<file path="src/rtl/square_pixel_renderer.sv">
// RGB565 colour stage for the 96x64 OLED: draws the latched square, the fixed wall and background.
// Latency: 3 clocks from a pixel_index change to oled_data (A input reg, B scan tracker, C colour reg).
module square_pixel_renderer #(
  parameter int unsigned SQ_SIZE     = 9,
  parameter int unsigned WALL_X      = 65,
  parameter int unsigned WALL_Y      = 30,
  parameter logic [15:0] SQ_COLOUR   = 16'h07E0,
  parameter logic [15:0] WALL_COLOUR = 16'hFFFF,
  parameter logic [15:0] BG_COLOUR   = 16'h0000
) (
  input  logic        clock_25Mhz,
  input  logic        reset_n,
  input  logic [12:0] pixel_index,
  input  logic [6:0]  current_x,
  input  logic [5:0]  current_y,
  input  logic        switch,
  output logic [15:0] oled_data,
  output logic        frame_start
);

  localparam logic [6:0] LastCol = 7'd95;
  localparam logic [5:0] LastRow = 6'd63;
  localparam logic [5:0] OffY    = 6'd54;

  logic [12:0] r_idx_q;
  logic [12:0] r_idx_d;
  logic [6:0]  r_col;
  logic [5:0]  r_row;
  logic        r_sync;
  logic [6:0]  r_lx;
  logic [5:0]  r_ly;
  logic [15:0] r_oled_data;
  logic        r_frame_start;

  logic        w_evt;
  logic        w_next;
  logic [7:0]  w_x_hi;
  logic [6:0]  w_y_hi;
  logic        w_in_sq;
  logic        w_in_wall;

  // idx_d resets to an impossible index so that a first index of 0 is still seen as a change
  always_ff @(posedge clock_25Mhz or negedge reset_n) begin
    if (!reset_n) begin
      r_idx_q <= 13'd0;
      r_idx_d <= 13'h1FFF;
    end else begin
      r_idx_q <= pixel_index;
      r_idx_d <= r_idx_q;
    end
  end

  assign w_evt  = (r_idx_q != r_idx_d);
  assign w_next = (r_idx_q == r_idx_d + 13'd1);

  always_ff @(posedge clock_25Mhz or negedge reset_n) begin
    if (!reset_n) begin
      r_col         <= 7'd0;
      r_row         <= 6'd0;
      r_sync        <= 1'b0;
      r_lx          <= 7'd0;
      r_ly          <= OffY;
      r_frame_start <= 1'b0;
    end else begin
      r_frame_start <= 1'b0;
      if (w_evt) begin
        if (r_idx_q == 13'd0) begin
          r_col         <= 7'd0;
          r_row         <= 6'd0;
          r_sync        <= 1'b1;
          r_frame_start <= 1'b1;
          if (switch) begin
            r_lx <= current_x;
            r_ly <= current_y;
          end else begin
            r_lx <= 7'd0;
            r_ly <= OffY;
          end
        end else if (w_next) begin
          if (r_col == LastCol) begin
            r_col <= 7'd0;
            r_row <= r_row + 6'd1;
            if (r_row == LastRow) r_sync <= 1'b0;
          end else begin
            r_col <= r_col + 7'd1;
          end
        end else begin
          r_sync <= 1'b0;
        end
      end
    end
  end

  // Widened bounds: a square near the right/bottom edge clips instead of wrapping to col/row 0
  assign w_x_hi    = {1'b0, r_lx} + 8'(SQ_SIZE - 1);
  assign w_y_hi    = {1'b0, r_ly} + 7'(SQ_SIZE - 1);
  assign w_in_sq   = ({1'b0, r_col} >= {1'b0, r_lx}) && ({1'b0, r_col} <= w_x_hi) &&
                     ({1'b0, r_row} >= {1'b0, r_ly}) && ({1'b0, r_row} <= w_y_hi);
  assign w_in_wall = (r_col >= 7'(WALL_X)) && (r_row < 6'(WALL_Y));

  always_ff @(posedge clock_25Mhz or negedge reset_n) begin
    if (!reset_n) begin
      r_oled_data <= BG_COLOUR;
    end else if (!switch || !r_sync) begin
      r_oled_data <= BG_COLOUR;
    end else if (w_in_sq) begin
      r_oled_data <= SQ_COLOUR;
    end else if (w_in_wall) begin
      r_oled_data <= WALL_COLOUR;
    end else begin
      r_oled_data <= BG_COLOUR;
    end
  end

  assign oled_data   = r_oled_data;
  assign frame_start = r_frame_start;

endmodule

</file>
<file path="config.mk">
export PLATFORM = sky130hd
export DESIGN_NAME = square_pixel_renderer
export DESIGN_NICKNAME = d
export VERILOG_FILES = /design/src/rtl/square_pixel_renderer.sv
export SDC_FILE = /design/constraint.sdc
export NUM_CORES = 1
export LEC_CHECK = 0
export ABC_AREA = 1
export BUFFER_PORTS_ARGS = -buffer_cell sky130_fd_sc_hd__buf_2
export CAP_MARGIN = 20
export CORE_MARGIN = 2
export CORE_UTILIZATION = 46
export DETAILED_ROUTE_END_ITERATION = 7
export PLACE_DENSITY = 0.68
export SYNTH_ARGS = -nofsm -noshare
export SYNTH_HDL_FRONTEND = slang
export SYNTH_SLANG_ARGS = --single-unit
</file>
<file path="constraint.sdc">
create_clock -name clock_25Mhz -period 2.8 [get_ports clock_25Mhz]
set_clock_uncertainty 0.15 [all_clocks]
set_input_delay 0.28 -clock clock_25Mhz [delete_from_list [all_inputs] [get_ports clock_25Mhz]]
set_output_delay 0.28 -clock clock_25Mhz [all_outputs]
set_load 0.02 [all_outputs]
</file>
Yosys cells after proc, flatten, opt, wreduce, memory -nomap -nowiden
Cells that the tools add are included.
- equal/unequal tests: 6
- $mul: 0
- shift-type cells: 0
- $lt $le $gt $ge: 6
- add/subtract/negate cells: 5
- divide/modulo/power cells: 0
- reductions and logical operators: 14
- bitwise gates (word level): 0
- mux-type cells: 17
- operators by type and width (cell ; number):
    $mux W16 ; 3
    $mux W7 ; 4
    $mux W6 ; 4
    $add A13 B1 Y13 const B ; 1
    $eq A13 B13 Y1 ; 1
    $logic_not A13 Y1 ; 1
    $ne A13 B13 Y1 ; 1
    $add A7 B4 Y8 const B ; 1
    $le A7 B8 Y1 ; 1
    $add A6 B4 Y7 const B ; 1
    $add A7 B1 Y7 const B ; 1
    $eq A7 B7 Y1 const B ; 1
    $ge A7 B7 Y1 ; 1
    $ge A7 B7 Y1 const B ; 1
    $le A6 B7 Y1 ; 1
    $add A6 B1 Y6 const B ; 1
    $eq A6 B6 Y1 const B ; 1
    $ge A6 B6 Y1 ; 1
    $lt A6 B5 Y1 const B ; 1
    $mux W1 ; 6
    $ne A3 B1 Y1 const B ; 2
    $reduce_and A3 Y1 ; 2
    $logic_and A1 B1 Y1 ; 4
    $reduce_and A2 Y1 ; 2
    3 further kinds ; 5
- logic and storage cells: 57
- bits in latches: 0
- output and inout bits: 17
- register bits: 70
- memories kept: 0
- memory bits (read-only): 0
- RAM bits: 0

Logic depth before layout (Yosys ltp)
- depth after elaboration: 7
- mapped depth: 15
- gate-level depth less buffers: 15

Worst setup path after synthesis
OpenSTA, ideal clock, no wires.
- path kind: register -> register
- start: register r_idx_d[0]
- end: register r_row[3]
- data required time: 2.532 ns
- period minus slack after synthesis: 2.022 ns
- data arrival time: 1.754 ns
- path buffers: 0
- setup slack: 0.778 ns
- stages on the path, launching flop included: 13
- cells stage by stage: dfstp_2 > ha_1 > nand3_2 > nor2_4 > nand2_1 > nand2_1 > nand2_1 > nor2_2 > nand3_2 > o21bai_4 > nand3_2 > nand2_1 > nand2_1
- word-level cells in the longest chain between the ends: 4
- elaborated cells on any way between the ends: 5
- those cells by class: add/sub (1); eq/ne (2); reduce/logical (2)
- RTL lines (element ; RTL line ; RTL):
    from (decl) ; 26 ; logic [12:0] r_idx_d;
    from (signal assigned) ; 49 ; r_idx_d <= r_idx_q;
    $add A13 B1 Y13 ; 54 ; assign w_next = (r_idx_q == r_idx_d + 13'd1);
    $eq A13 B13 Y1 ; 54 ;
    $reduce_bool A2 Y1 (no source line) ; -- ;
    $reduce_and A3 Y1 (no source line) (*) ; -- ;
    to (signal assigned) ; 82 ; r_row <= r_row + 6'd1;
    to (decl) ; 28 ; logic [5:0] r_row;
Every way passes the cells marked *; elsewhere a longest branch is shown, timed or not.
A chain may end at the register's enable or synchronous reset.

Worst setup path in the final report
- start: register r_idx_d[1]
- end: register r_row[1]
The elaborated chain is that of the path after synthesis.

==> flow_summary.json <==
{
  "placed_cells": 585,
  "num-fill-cells": 735,
  "cp.arrival_ns": 2.36,
  "antenna_cells": 0,
  "cts.clk_slew.worst_paths_ns": 0.10,
  "synth_top_flop_cell": "dfrtp_1",
  "synth.largest_area_cell": "dfrtp_1",
  "num_vias": 2962,
  "crit_path_max_incr_delay_ns": 0.58,
  "gr-total-overflow": 0,
  "p_per_area_nw_per_um2": 377.7,
  "max-vdd-ir-drop_mv": 0.1925,
  "cap_viol_max_count": 0,
  "clock.fmax_mhz": 434.6,
  "worstRegToRegCells": 10,
  "die_h_um": 93.78,
  "post_cts_buffers": 0,
  "slew_headroom": 0.6143,
  "critPathBufInv": 0,
  "leakagePower_nw": 2.193,
  "required_ns": 2.86,
  "async_reset_ff_frac": 1.000,
  "clock_sinks": 56,
  "slew_viol_final": 0,
  "crit_top_cell": "nand3_2",
  "syn_area_um2": 3707,
  "wl_per_cell_um": 12.08,
  "path_depth": 10,
  "ant_nets": 0,
  "cp_cell_sequence": "ha_1 > nand3_2 > nor2_4 > nand4_1 > a21oi_1 > nand3_2 > nand2_4 > nand2_2 > nand2_1 > o21ai_1",
  "cts_tree": "yes",
  "numCtsBuffers": 5,
  "syn_to_final_growth_pct": 13.50,
  "io_pins": 46,
  "utilization": 0.5417,
  "synth-edff-count": 0,
  "register_area_um2": 1423,
  "worstSetupPathType": "reg2reg",
  "ys_seq_area_frac": 0.3837,
  "cpLargestDelayFamily": "simple AND/OR/NAND/NOR gates",
  "start_util": 0.4773,
  "crit_fanout": 9,
  "fin_crit_ns": 2.301,
  "cp-start-kind": "flop",
  "dp_hpwl_mm": 5.627,
  "first_global_vias": 2786,
  "cts.htree.levels": 2,
  "row_count": 32,
  "avgSynthCellArea_um2": 8.166,
  "io_buffers": 45,
  "antenna_found_initial": 0,
  "layout.nets": 559,
  "synth_top_area_frac": 0.2632,
  "synth_nets": 509,
  "grt_max_degree": 33,
  "cts_resized": 0,
  "drt_drc_violations_left": 0,
  "syn_inst": 454,
  "fp.dieArea_um2": 8794,
  "grt_usage": 0.1767,
  "hold_viol": 0,
  "timing.hold.ws_ns": 0.02758,
  "fin_tns_setup_ns": 0,
  "root_buffer": "clkbuf_8",
  "place.gp.congestion": 0.8932,
  "setup_viol": 0,
  "vias_per_cell": 4.880,
  "cts_buffer_depth": 2,
  "dr.pass1.iters": 4,
  "drtIter0Drc": 167,
  "whs_path_depth": 3,
  "yosysUniqueCellTypes": 37,
  "multi_input_area_um2": 1921,
  "layout.cells.non_filler": 607,
  "wirelength_mm": 7.330,
  "synth-seq-cells": 56,
  "ys.warnings.count": 0,
  "slowest_stage": "dfstp_2",
  "grt_pass1_wl_mm": 12.47,
  "status": "completed",
  "endpoint_kind": "flop",
  "total_power_mw": 1.589,
  "core_um2": 7767,
  "clock_latency_ns": 0.31,
  "hold_path_class": "in2reg",
  "die_x_um": 93.78,
  "fin_crit_sh": 0.8217,
  "rsz0062_at_grt": "false",
  "tightest_slew_ns": 0.5786,
  "drive_gt1_frac": 0.2238,
  "ys_top_cells_by_area": "dfrtp_1 26%, dfstp_2 12%, nand2_1 12%, ha_1 8.8%, inv_1 5.8%"
}
==> flip-flops by register name (all words and copies together), names as in the netlist <==
register	cells
frame_start	1
oled_data	2
r_col	7
r_idx_d	13
r_idx_q	13
r_lx	7
r_ly	6
r_row	6
r_sync	1
==> tightest hold or removal path: cells and delay by family <==
family,cells,cell delay (ns)
AOI/OAI and AO/OA,2,0.09
buffers and inverters,1,0.09
==> path summary, 6_finish.rpt <==
| kind | from | to | slack [ns] |
|---|---|---|---|
| worst min-delay path | current_y[5] | r_ly[5]$_DFFE_PN1P_ | 0.03 |
| min in group asynchronous | reset_n | r_idx_q[6]$_DFF_PN0_ | 0.35 |
| max in group asynchronous | reset_n | r_ly[4]$_DFFE_PN1P_ | 1.51 |
| worst max register to register | r_idx_d[1]$_DFF_PN1_ | r_row[1]$_DFFE_PN0P_ | 0.50 |
| worst max-delay path | r_idx_d[1]$_DFF_PN1_ | r_row[1]$_DFFE_PN0P_ | 0.50 |
| worst min register to register | r_idx_q[11]$_DFF_PN0_ | r_idx_d[11]$_DFF_PN1_ | 0.26 |
==> cells in the mapped netlist, types with 3 or more instances <==
library cell and n:
nand3_2 5, nand3b_1 4, nand4_1 14, nor2_2 5, nand2_1 114, xnor2_1 11, xor2_1 12, inv_1 57
nor2_1 28, ha_1 26, nand3_1 32, o21ai_0 13, dfstp_2 17, a21oi_1 10, dfrtp_1 39, nor2_4 3
nand2_2 4, nand2_4 3, o21ai_1 7, o21ai_2 10, buf_4 14, nor3_1 4, inv_2 4
==> per-stage QoR <==
step                setup slack, ns  instance area (um^2)
finish                       0.4993                  4208
global route                 0.2989                  4208
CTS                          0.5023                  4208
detailed placement           0.5597                  3953
global placement             0.6587                  3953
floorplan                    0.7784                  3707
==> cell families after synthesis <==
kind of cell / after synthesis / synth area share
simple gates: 223 / 0.2950
buf+inv: 79 / 0.09821
flops: 56 / 0.3837
compound gates: 47 / 0.08100
fa+ha+maj: 26 / 0.08775
xor+xnor: 23 / 0.05434
==> layer usage <==
layer / GRT usage / part of all wire / up-vias
li1: - / - / 1548
met1: 0.2375 / 0.48 / 1367
met2: 0.2976 / 0.49 / 40
met4: 0.05072 / 0.011 / 0
met3: 0.02408 / 0.025 / 7
met5: 0 / 0 / -
==> where the power goes <==
group	total, mW	switching (mW)	internal [mW]
sequential	0.866	0.0270	0.839
combinational	0.177	0.104	0.0736
clock	0.546	0.276	0.270
==> cell type report <==
cell class | instances | share of cell area
Clock buffer | 5 | 0.01635
Clock inverter | 3 | 0.01100
Inverter | 61 | 0.05442
Multi-Input combinational cell | 319 | 0.4564
Sequential cell | 56 | 0.3381
Tap cell | 102 | 0.03033
Timing Repair Buffer | 61 | 0.09337
==> layout by cell type, fill, tap and decap left out, types with 11 or more instances in the layout <==
master,n
nand2_1,114
dfstp_2,17
o21ai_0,13
xor2_1,12
nand4_1,14
ha_1,26
xnor2_1,11
dlygate4sd3_1,14
dfrtp_1,39
nor2_1,28
nand3_1,32
inv_1,57
buf_2,45
==> repair_timing <==
item	in CTS	in global routing
endpoints found under the setup margin	0	0
hold buffers	14	0
endpoints found under the hold margin	27	0
No activity file was read; power rests on OpenSTA's default activity.
